[src/rtl/fft_pkg.sv]
// Shared FFT arithmetic helpers: twiddle generation, rounding and saturation.
package fft_pkg;

  // Full-precision working complex value used for intermediate arithmetic.
  typedef struct packed {
    longint re;
    longint im;
  } cplx_t;

  function automatic int kw_of(int n);
    return (n > 2) ? $clog2(n / 2) : 1;
  endfunction

  // Twiddle component for index k: round(2^(tw-2) * cos/sin(-2*pi*k/n)).
  function automatic int tw_coef(int n, int tw, int k, bit sine);
    real th;
    real one;
    real v;
    th  = -2.0 * 3.14159265358979323846 * real'(k) / real'(n);
    one = real'(longint'(1) <<< (tw - 2));
    v   = sine ? $sin(th) * one : $cos(th) * one;
    return $rtoi((v >= 0.0) ? v + 0.5 : v - 0.5);
  endfunction

  function automatic longint rnd_shr(longint v, int sh);
    return (v + (longint'(1) <<< (sh - 1))) >>> sh;
  endfunction

  function automatic longint half_rnd(longint v);
    return (v + 64'sd1) >>> 1;
  endfunction

  function automatic longint sat_val(longint v, int w);
    longint hi;
    longint lo;
    hi = (longint'(1) <<< (w - 1)) - 64'sd1;
    lo = -(longint'(1) <<< (w - 1));
    if (v > hi) return hi;
    if (v < lo) return lo;
    return v;
  endfunction

  function automatic logic sat_hit(longint v, int w);
    return (v > ((longint'(1) <<< (w - 1)) - 64'sd1)) || (v < -(longint'(1) <<< (w - 1)));
  endfunction

endpackage

[src/rtl/twiddle_rom.sv]
// N/2-entry twiddle table with registered (k, inverse) -> (c, s) lookup.
module twiddle_rom
  import fft_pkg::*;
#(
  parameter int  N  = 8,
  parameter int  TW = 16,
  localparam int KW = kw_of(N)
) (
  input  logic                 clk,
  input  logic                 rst_n,
  input  logic                 en,
  input  logic [KW-1:0]        k,
  input  logic                 inverse,
  output logic signed [TW-1:0] c,
  output logic signed [TW-1:0] s
);

  localparam int NH = N / 2;

  logic signed [TW-1:0] rom_c [NH];
  logic signed [TW-1:0] rom_s [NH];
  logic [KW-1:0]        idx;

  for (genvar i = 0; i < NH; i++) begin : g_rom
    localparam logic signed [TW-1:0] CV = TW'(tw_coef(N, TW, i, 1'b0));
    localparam logic signed [TW-1:0] SV = TW'(tw_coef(N, TW, i, 1'b1));
    assign rom_c[i] = CV;
    assign rom_s[i] = SV;
  end

  assign idx = (N == 2) ? '0 : k;

  always_ff @(posedge clk or negedge rst_n) begin
    if (!rst_n) begin
      c <= '0;
      s <= '0;
    end else if (en) begin
      c <= rom_c[idx];
      s <= inverse ? -rom_s[idx] : rom_s[idx];
    end
  end

endmodule

[src/rtl/butterfly_pipe.sv]
// Three-stage radix-2 DIT butterfly: X0 = xe + W*xo, X1 = xe - W*xo, with
// optional rounded halving, saturation tracking and ready/valid backpressure.
module butterfly_pipe
  import fft_pkg::*;
#(
  parameter int  N  = 8,
  parameter int  W  = 16,
  parameter int  TW = 16,
  localparam int KW = kw_of(N)
) (
  input  logic             clk,
  input  logic             rst_n,
  input  logic             in_valid,
  output logic             in_ready,
  input  logic [2*W-1:0]   xe,
  input  logic [2*W-1:0]   xo,
  input  logic [KW-1:0]    k,
  input  logic             inverse,
  input  logic             scale,
  output logic             out_valid,
  input  logic             out_ready,
  output logic [2*W+1:0]   x0,
  output logic [2*W+1:0]   x1,
  output logic             sat_flag,
  input  logic             sat_clr
);

  localparam int W1 = W + 1;

  typedef struct packed {
    logic signed [W-1:0] re;
    logic signed [W-1:0] im;
  } cin_t;

  typedef struct packed {
    logic signed [W:0] re;
    logic signed [W:0] im;
  } cout_t;

  logic                 adv;
  logic                 acc;
  logic signed [TW-1:0] c1;
  logic signed [TW-1:0] s1;

  logic  v1, sc1, v2, sc2, gsat2;
  cin_t  xe1, xo1, xe2;
  cout_t g2, g_c, x0_r, x1_r, x0_c, x1_c;
  logic  g_hit, o_hit, new_sat;
  cplx_t g_full, s0, s1w;

  assign adv      = !out_valid || out_ready;
  assign acc      = in_valid && adv;
  assign in_ready = adv;
  assign x0       = x0_r;
  assign x1       = x1_r;

  twiddle_rom #(.N(N), .TW(TW)) u_rom (
    .clk    (clk),
    .rst_n  (rst_n),
    .en     (adv),
    .k      (k),
    .inverse(inverse),
    .c      (c1),
    .s      (s1)
  );

  // The ROM output is the S1 twiddle register, so the four products are
  // formed from S1 registers and folded into the S2 rounding/saturation path.
  always_comb begin
    g_full.re = longint'(c1) * longint'(xo1.re) - longint'(s1) * longint'(xo1.im);
    g_full.im = longint'(c1) * longint'(xo1.im) + longint'(s1) * longint'(xo1.re);
    g_c.re    = W1'(sat_val(rnd_shr(g_full.re, TW - 2), W1));
    g_c.im    = W1'(sat_val(rnd_shr(g_full.im, TW - 2), W1));
    g_hit     = sat_hit(rnd_shr(g_full.re, TW - 2), W1) ||
                sat_hit(rnd_shr(g_full.im, TW - 2), W1);
  end

  always_comb begin
    s0.re  = longint'(xe2.re) + longint'(g2.re);
    s0.im  = longint'(xe2.im) + longint'(g2.im);
    s1w.re = longint'(xe2.re) - longint'(g2.re);
    s1w.im = longint'(xe2.im) - longint'(g2.im);
    o_hit  = 1'b0;
    if (sc2) begin
      x0_c.re = W1'(half_rnd(s0.re));
      x0_c.im = W1'(half_rnd(s0.im));
      x1_c.re = W1'(half_rnd(s1w.re));
      x1_c.im = W1'(half_rnd(s1w.im));
    end else begin
      x0_c.re = W1'(sat_val(s0.re, W1));
      x0_c.im = W1'(sat_val(s0.im, W1));
      x1_c.re = W1'(sat_val(s1w.re, W1));
      x1_c.im = W1'(sat_val(s1w.im, W1));
      o_hit   = sat_hit(s0.re, W1) || sat_hit(s0.im, W1) ||
                sat_hit(s1w.re, W1) || sat_hit(s1w.im, W1);
    end
    new_sat = adv && v2 && (gsat2 || o_hit);
  end

  always_ff @(posedge clk or negedge rst_n) begin
    if (!rst_n) begin
      v1        <= 1'b0;
      v2        <= 1'b0;
      out_valid <= 1'b0;
      sat_flag  <= 1'b0;
      sc1       <= 1'b0;
      sc2       <= 1'b0;
      gsat2     <= 1'b0;
      xe1       <= '0;
      xo1       <= '0;
      xe2       <= '0;
      g2        <= '0;
      x0_r      <= '0;
      x1_r      <= '0;
    end else begin
      if (adv) begin
        v1        <= acc;
        xe1       <= xe;
        xo1       <= xo;
        sc1       <= scale;
        v2        <= v1;
        xe2       <= xe1;
        g2        <= g_c;
        gsat2     <= g_hit;
        sc2       <= sc1;
        out_valid <= v2;
        x0_r      <= x0_c;
        x1_r      <= x1_c;
      end
      sat_flag <= new_sat || (sat_flag && !sat_clr);
    end
  end

endmodule

[config.mk]
export PLATFORM = sky130hd
export DESIGN_NAME = butterfly_pipe
export DESIGN_NICKNAME = d
export VERILOG_FILES = /design/src/rtl/fft_pkg.sv /design/src/rtl/twiddle_rom.sv /design/src/rtl/butterfly_pipe.sv
export SDC_FILE = /design/constraint.sdc
export NUM_CORES = 2
export LEC_CHECK = 0
export CORE_MARGIN = 2
export CORE_UTILIZATION = 59
export DETAILED_ROUTE_END_ITERATION = 8
export PLACE_DENSITY = 0.83
export SLEW_MARGIN = 20
export SYNTH_ARGS = -nofsm -noshare
export SYNTH_HDL_FRONTEND = slang
export SYNTH_SLANG_ARGS = --single-unit
[constraint.sdc]
create_clock -name clk -period 7.9 [get_ports clk]
set_input_delay 1.58 -clock clk [delete_from_list [all_inputs] [get_ports clk]]
set_output_delay 1.58 -clock clk [all_outputs]
set_load 0.03 [all_outputs]
Word level (Yosys, flattened, before mapping)
Index checks and enable logic that the tools add are counted.
{"block": "word_totals", "regBits": 237, "input_bits": 73, "output_inout_bits": 71, "wordCells": 131}
{"block": "op_classes", "add_sub_neg": 13, "n_mul": 4, "order_cmp": 13, "n_mux": 60, "bitwise": 1, "n_reduce_logical": 19}
{"operator": "2-to-1 mux 17 bit", "n": 18}
{"operator": "2-to-1 mux 16 bit", "n": 11}
{"operator": "multiplier 16 x 16 -> 32 bit", "n": 4}
{"operator": "adder 18 x 2 -> 18 bit (second input constant)", "n": 4}
{"operator": "> comparator 18 x 17 -> 1 bit (second input constant)", "n": 4}
{"operator": "less-than comparator 18 x 17 -> 1 bit (second input constant)", "n": 4}
{"operator": "adder 33 x 15 -> 34 bit (second input constant)", "n": 2}
{"operator": "2-to-1 mux 34 bit", "n": 2}
{"operator": "binary-select mux 16 bit (select 2 bit)", "n": 2}
{"operator": "> comparator 20 x 17 -> 1 bit (second input constant)", "n": 2}
{"operator": "less-than comparator 20 x 17 -> 1 bit (second input constant)", "n": 2}
{"operator": "adder 16 x 17 -> 18 bit", "n": 2}
{"operator": "subtractor 16 x 17 -> 18 bit", "n": 2}
{"operator": "adder 32 x 32 -> 33 bit", "n": 1}
{"operator": "subtractor 32 x 32 -> 33 bit", "n": 1}
{"operator": "2-to-1 mux 1 bit", "n": 27}
{"operator": "negation 16 bit", "n": 1}
{"operator": "logical OR 1 bit", "n": 13}
{"operator": "logical AND 1 bit", "n": 4}
{"operator": ">= comparator 3 bit (second input constant)", "n": 1}
{"operator": "NOT 2 -> 3 bit", "n": 1}
{"operator": "zero test 1 bit", "n": 2}

Logic depth before layout (Yosys ltp)
{"block": "logic_depth", "word_depth": 10, "mapped_depth": 34, "mapped_depth_nobuf": 30}

Hierarchy
From an unflattened synthesis, not the netlist that was laid out.
{"block": "hier_totals", "cells_unflattened": 6062, "hier_area_um2": 54663.7}
{"mod": "butterfly_pipe", "n_inst": 1, "cells_each": 6007, "area_each_um2": 54110.6, "seq_area_each_um2": 5129.9}
{"mod": "twiddle_rom", "n_inst": 1, "cells_each": 55, "area_each_um2": 553.0, "seq_area_each_um2": 200.2}

Least setup slack after synthesis
No wires, ideal clock.
{"block": "synth_timing", "path_type": "register to register", "start": "register u_rom.c[12]", "end": "register g2[25] (netlist bit)", "setup_ns": 0.087, "arrival_ns": 8.068, "required_ns": 7.813, "setup_slack_ns": -0.255, "path_stages_with_launch": 30, "path_buffers": 2, "period_less_slack_ns": 8.155, "cell_sequence": "dfrtp_1 clkbuf_1 and2_1 fa_1 inv_1 fa_1 inv_1 fa_1 inv_1 fa_1 inv_1 fa_1 fa_1 fa_1 inv_1 fa_1 inv_1 ha_1 a21oi_1 o21ai_0 a32oi_1 o211ai_1 a2111o_1 a41o_1 xor2_1 nand2_1 o311ai_4 buf_2 nand2_1 a22oi_1"}
{"block": "synth_via", "elab_chain_cells": 8, "word_cells_on_any_way": 12, "cone_classes": "add/sub (2); mul (1); order compare (2); mux (7)"}
{"element": "from (decl)", "line_no": "twiddle_rom.sv:14", "text": "output logic signed [TW-1:0] c,"}
{"element": "from (signal assigned)", "line_no": "twiddle_rom.sv:38", "text": "c <= rom_c[idx];"}
{"element": "multiplier 16 x 16 -> 32 bit (*)", "line_no": "butterfly_pipe.sv:70", "text": "g_full.re = longint'(c1) * longint'(xo1.re) - longint'(s1) * longint'(xo1.im);"}
{"element": "subtractor 32 x 32 -> 33 bit (*)", "line_no": "butterfly_pipe.sv:70"}
{"element": "adder 33 x 15 -> 34 bit (*)", "line_no": "fft_pkg.sv:26", "text": "return (v + (longint'(1) <<< (sh - 1))) >>> sh;"}
{"element": "> comparator 20 x 17 -> 1 bit or less-than comparator 20 x 17 -> 1 bit (tied branches)", "line_no": "fft_pkg.sv:38, fft_pkg.sv:39"}
{"element": "2-to-1 mux 16 bit or 2-to-1 mux 1 bit (tied branches)", "line_no": "fft_pkg.sv:38, fft_pkg.sv:39"}
{"element": "2-to-1 mux 17 bit or 2-to-1 mux 1 bit (tied branches)", "line_no": "fft_pkg.sv:39", "text": "if (v < lo) return lo;"}
{"element": "2-to-1 mux 17 bit", "line_no": "fft_pkg.sv:40", "text": "return v;"}
{"element": "2-to-1 mux 17 bit (*)", "line_no": "fft_pkg.sv:39"}
{"element": "to (signal assigned)", "line_no": "butterfly_pipe.sv:123", "text": "g2 <= g_c;"}
{"element": "to (decl)", "line_no": "butterfly_pipe.sv:47", "text": "cout_t g2, g_c, x0_r, x1_r, x0_c, x1_c;"}
Mark *: on every way between the ends. The rest lies on a longest branch, timed or not. The select of a mux whose other input is x is not followed.
A chain may end at the register's enable or synchronous reset.

Worst setup path after layout
{"block": "layout_timing", "start": "register u_rom.c[12]", "end": "register gsat2"}
{"block": "layout_via", "elab_chain_cells": 6, "word_cells_on_any_way": 13, "cone_classes": "add/sub (4); mul (2); order compare (4); reduce/logical (3)"}
{"element": "multiplier 16 x 16 -> 32 bit (on tied branches)", "line_no": "butterfly_pipe.sv:70, butterfly_pipe.sv:71"}
{"element": "subtractor 32 x 32 -> 33 bit or adder 32 x 32 -> 33 bit (tied branches)", "line_no": "butterfly_pipe.sv:70, butterfly_pipe.sv:71"}
{"element": "adder 33 x 15 -> 34 bit", "line_no": "fft_pkg.sv:26"}
{"element": "> comparator 20 x 17 -> 1 bit or less-than comparator 20 x 17 -> 1 bit (tied branches)", "line_no": "fft_pkg.sv:44", "text": "return (v > ((longint'(1) <<< (w - 1)) - 64'sd1)) || (v < -(longint'(1) <<< (w - 1)));"}
{"element": "logical OR 1 bit", "line_no": "fft_pkg.sv:44"}
{"element": "logical OR 1 bit (*)", "line_no": "butterfly_pipe.sv:74", "text": "g_hit = sat_hit(rnd_shr(g_full.re, TW - 2), W1) ||"}
{"element": "to (signal assigned)", "line_no": "butterfly_pipe.sv:124", "text": "gsat2 <= g_hit;"}
{"element": "to (decl)", "line_no": "butterfly_pipe.sv:45", "text": "logic v1, sc1, v2, sc2, gsat2;"}
Mark *: on every way between the ends. The rest lies on a longest branch, timed or not.

==> key figures <==
Die
  – # rows: 103
  – Die Ht: 287 um
  – Die area: 82,400 um2
  – Die Wd: 287 um
  – Area of the core: 79,100 um2
  – Initial Util: 0.598
  – I/O Pins: 144

CTS
  – H-tree depth: 1
  – CTS tree: yes
  – Hold buffer count at cts: 0
  – Clk sinks: 213
  – Clk_lat worst skew: 570 ps
  – Root buffer cell: clkbuf_16
  – Clock Path Buffers: 3
  – Clk pin slew, worst setup/hold paths: 60 ps
  – Cts bufs inserted: 26

Timing
  – Slew headroom: 0.347
  – Final setup skew: 20.6 ps
  – RSZ-0062 raised after global routing: true
  – Crit share post-route: 1.06
  – Setup violators final: 34
  – Max Slew Vio Count: 0
  – Setup ws final: -442 ps
  – Final Hold Fails: 0
  – Final min period: 8340 ps
  – Least-Margin Pin Slew: 974 ps
  – Hold_ws: 467 ps
  – Fmax: 120 MHz

Hold path
  – Hold worst-path end: xe1[14]
  – HP Class: register to register
  – Hold Crit Depth: 2
  – Hold Crit Start: xe1[14]

Global routing
  – First-pass GRT wire length: 213 mm
  – Initial antenna violation count: 2
  – Pin count of the biggest net entering global routing: 186
  – Total GRT Usage: 0.335
  – Grt total ovfl: 0
  – Number of global-route vias before repair: 40.2k
  – Met2 Usage GRT: 0.556
  – Global routing's busiest layer: met2
  – Global-route met3 utilization: 0.0648
  – M1 GR Usage: 0.432

Critical path
  – CP max stage delay: 570 ps
  – Crit path max-delay cell type: fa_1
  – WP buf/inv: 12
  – Worst setup SP type: register
  – Worst r2r src: u_rom.c[12]
  – Setup CP Type: register to register
  – Critical Path RT: 8390 ps
  – Reg2Reg Setup Slack: -440 ps
  – Reg2reg end: gsat2
  – Worst R2R Path Depth: 32
  – Most numerous cell on the critical path: fa_1
  – Worst Path Max Fanout: 8
  – Worst setup EP type: register
  – Largest delay share family, worst path: adder cells
  – CP arrival: 8830 ps

Synthesis
  – Syn_nets: 6,495
  – Post-synth ARST share: 1.00
  – Primary FF master, synth: dfrtp_1
  – Number of synthesized flops with an enable pin: 0
  – Post-Synthesis Mean Instance Area: 9.50 um2
  – Post-Syn Instances: 4,978
  – #FFs+latches synth: 213
  – Post-synthesis sequential area ratio: 0.113
  – Warnings, synthesis: 0
  – Mapped cell area: 47,300 um2
  – Synth cell types: 89

Finish
  – ANT cells: 0
  – Post-layout net count: 7,083
  – Layout area overhead: 18.1%
  – Post-layout util: 0.706
  – Fill cells: 5,543
  – Share of cells above drive strength 1: 0.151
  – Finished Layout Cells: 6,636

Placed design
  – Pre-CTS setup slack: -501 ps
  – Hpwl dp: 113 mm
  – Placer Congestion: 0.999
  – IO Port Bufs: 143
  – DP Cell Count: 6,518

Route
  – Total iterations of the first detailed-routing run: 8
  – Post-DR wirelength/cell: 20.1 um
  – Drt drc: 0
  – Via-to-Cell Ratio: 5.50
  – DRT Wirelength: 133 mm
  – Final ANT Viol Nets: 0
  – Drt initial violations: 2,891
  – Vias: 36.5k

Job
  – Max-cap viol count: 0

Outcome
  – Failing checks: setup timing
  – Status: finished, violations left
[metrics by stage]
step	instance area, um2	TNS (ps)
detailed placement	53400	-14930
finish	55900	-10370
floorplan	47400	0
CTS	55400	-5260
global placement	53400	-8530
global route	55900	-18740
[cell families after synthesis]
family	share of synthesized area
XOR/XNOR	0.0311
AND/OR/NAND/NOR	0.102
buffers and inverters	0.124
adder cells (fa/ha/maj)	0.555
multiplexers	0.000212
flip-flops	0.113
AO/OA/AOI/OAI	0.0748
[cell usage after synthesis (7+ instances only)]
master	n	share of area
a211o_1	8	0.0015
nand3b_1	7	0.0011
o21bai_1	18	0.0029
inv_1	1408	0.11
a21o_1	41	0.0065
clkbuf_1	123	0.0098
o21a_1	16	0.0025
a22oi_1	28	0.0044
o21ai_0	105	0.011
a22oi_2	9	0.0024
dfrtp_1	213	0.11
fa_1	1083	0.46
and2_1	110	0.015
nor3_1	39	0.0041
a211oi_1	21	0.0033
nand3_1	50	0.0053
ha_1	361	0.096
nand4_1	13	0.0017
a31oi_1	39	0.0052
nor2_1	141	0.011
nand2_1	592	0.047
or3_1	18	0.0024
and3_1	13	0.0017
buf_2	10	0.0011
o211ai_1	17	0.0027
xnor2_1	117	0.022
a221oi_1	8	0.0015
nand2b_1	23	0.0030
xor2_1	49	0.0091
a21oi_1	128	0.014
nor4_1	14	0.0019
nor2b_1	20	0.0026
o31ai_1	11	0.0017
[final cells by class]
class                   instances  area [um2]  area share
clock buffers                  37         753      0.0135
clock inverters                11         121     0.00217
inverters                    1410        5310      0.0951
multi-input cells            3212       37000       0.662
flip-flops and latches        213        5340      0.0956
well taps                    1050        1310      0.0235
repair buffers                703        6050       0.108
[cell usage in the layout (no fill, tap or decap), types with 38 or more instances in the layout]
cell type        netlist  routed
dfrtp_1              213     206
inv_2                  0      39
and2_1               110     102
xor2_1                49      46
a31oi_1               39      38
a21o_1                41      41
o21ai_0              105      97
inv_1               1408    1364
nor2_1               141     140
fa_1                1083    1039
a21oi_1              128     116
ha_1                 361     335
nand3_1               50      48
xnor2_1              117     115
buf_4                  3     509
nand2_1              592     565
clkdlybuf4s50_1        0     142
fa_2                   0      44
[registers in the layout, indices dropped and copies added (netlist names)]
register and cells:
xe2 32, v1 1, v2 1, xo1 32
sat_flag 1, u_rom.s 5, u_rom.c 3, sc2 1
xe1 32, x1 34, out_valid 1, gsat2 1
sc1 1, g2 34, x0 34
[metal layers]
metal | share of wire | vias to the layer above | wire length [um]
li1 | - | 16000 | -
met1 | 0.39 | 18400 | 51400
met2 | 0.48 | 1639 | 64000
met3 | 0.082 | 407 | 10900
met4 | 0.052 | 4 | 6900
met5 | 0.00018 | - | 24
[worst min-delay path, delay by kind of cell (launching register included)]
family           cells  cell delay [ps]
DFF                  1              340
and+or+nand+nor      2              100
[how the worst max path moves through the flow]
stage,to,cells past startpoint,start,slack (ps)
6_report,gsat2,32,u_rom.c[12],-440
5_1_grt,g2[20],33,u_rom.c[12],-710
4_1_cts,g2[20],31,u_rom.c[12],-270
3_5_place_dp,g2[28],30,u_rom.c[12],-500
3_3_place_gp,gsat2,29,u_rom.c[12],-310
2_1_floorplan,g2[10],29,u_rom.c[12],4
[timing repair]
action,CTS,global route
gates cloned,5,1
setup endpoints to repair,34,35
buffers inserted,47,23
gates resized for setup,188,72
pin swaps,75,62
Power is not shown: default switching activity piles up to over one toggle a cycle in this logic, so the estimate is an artifact.
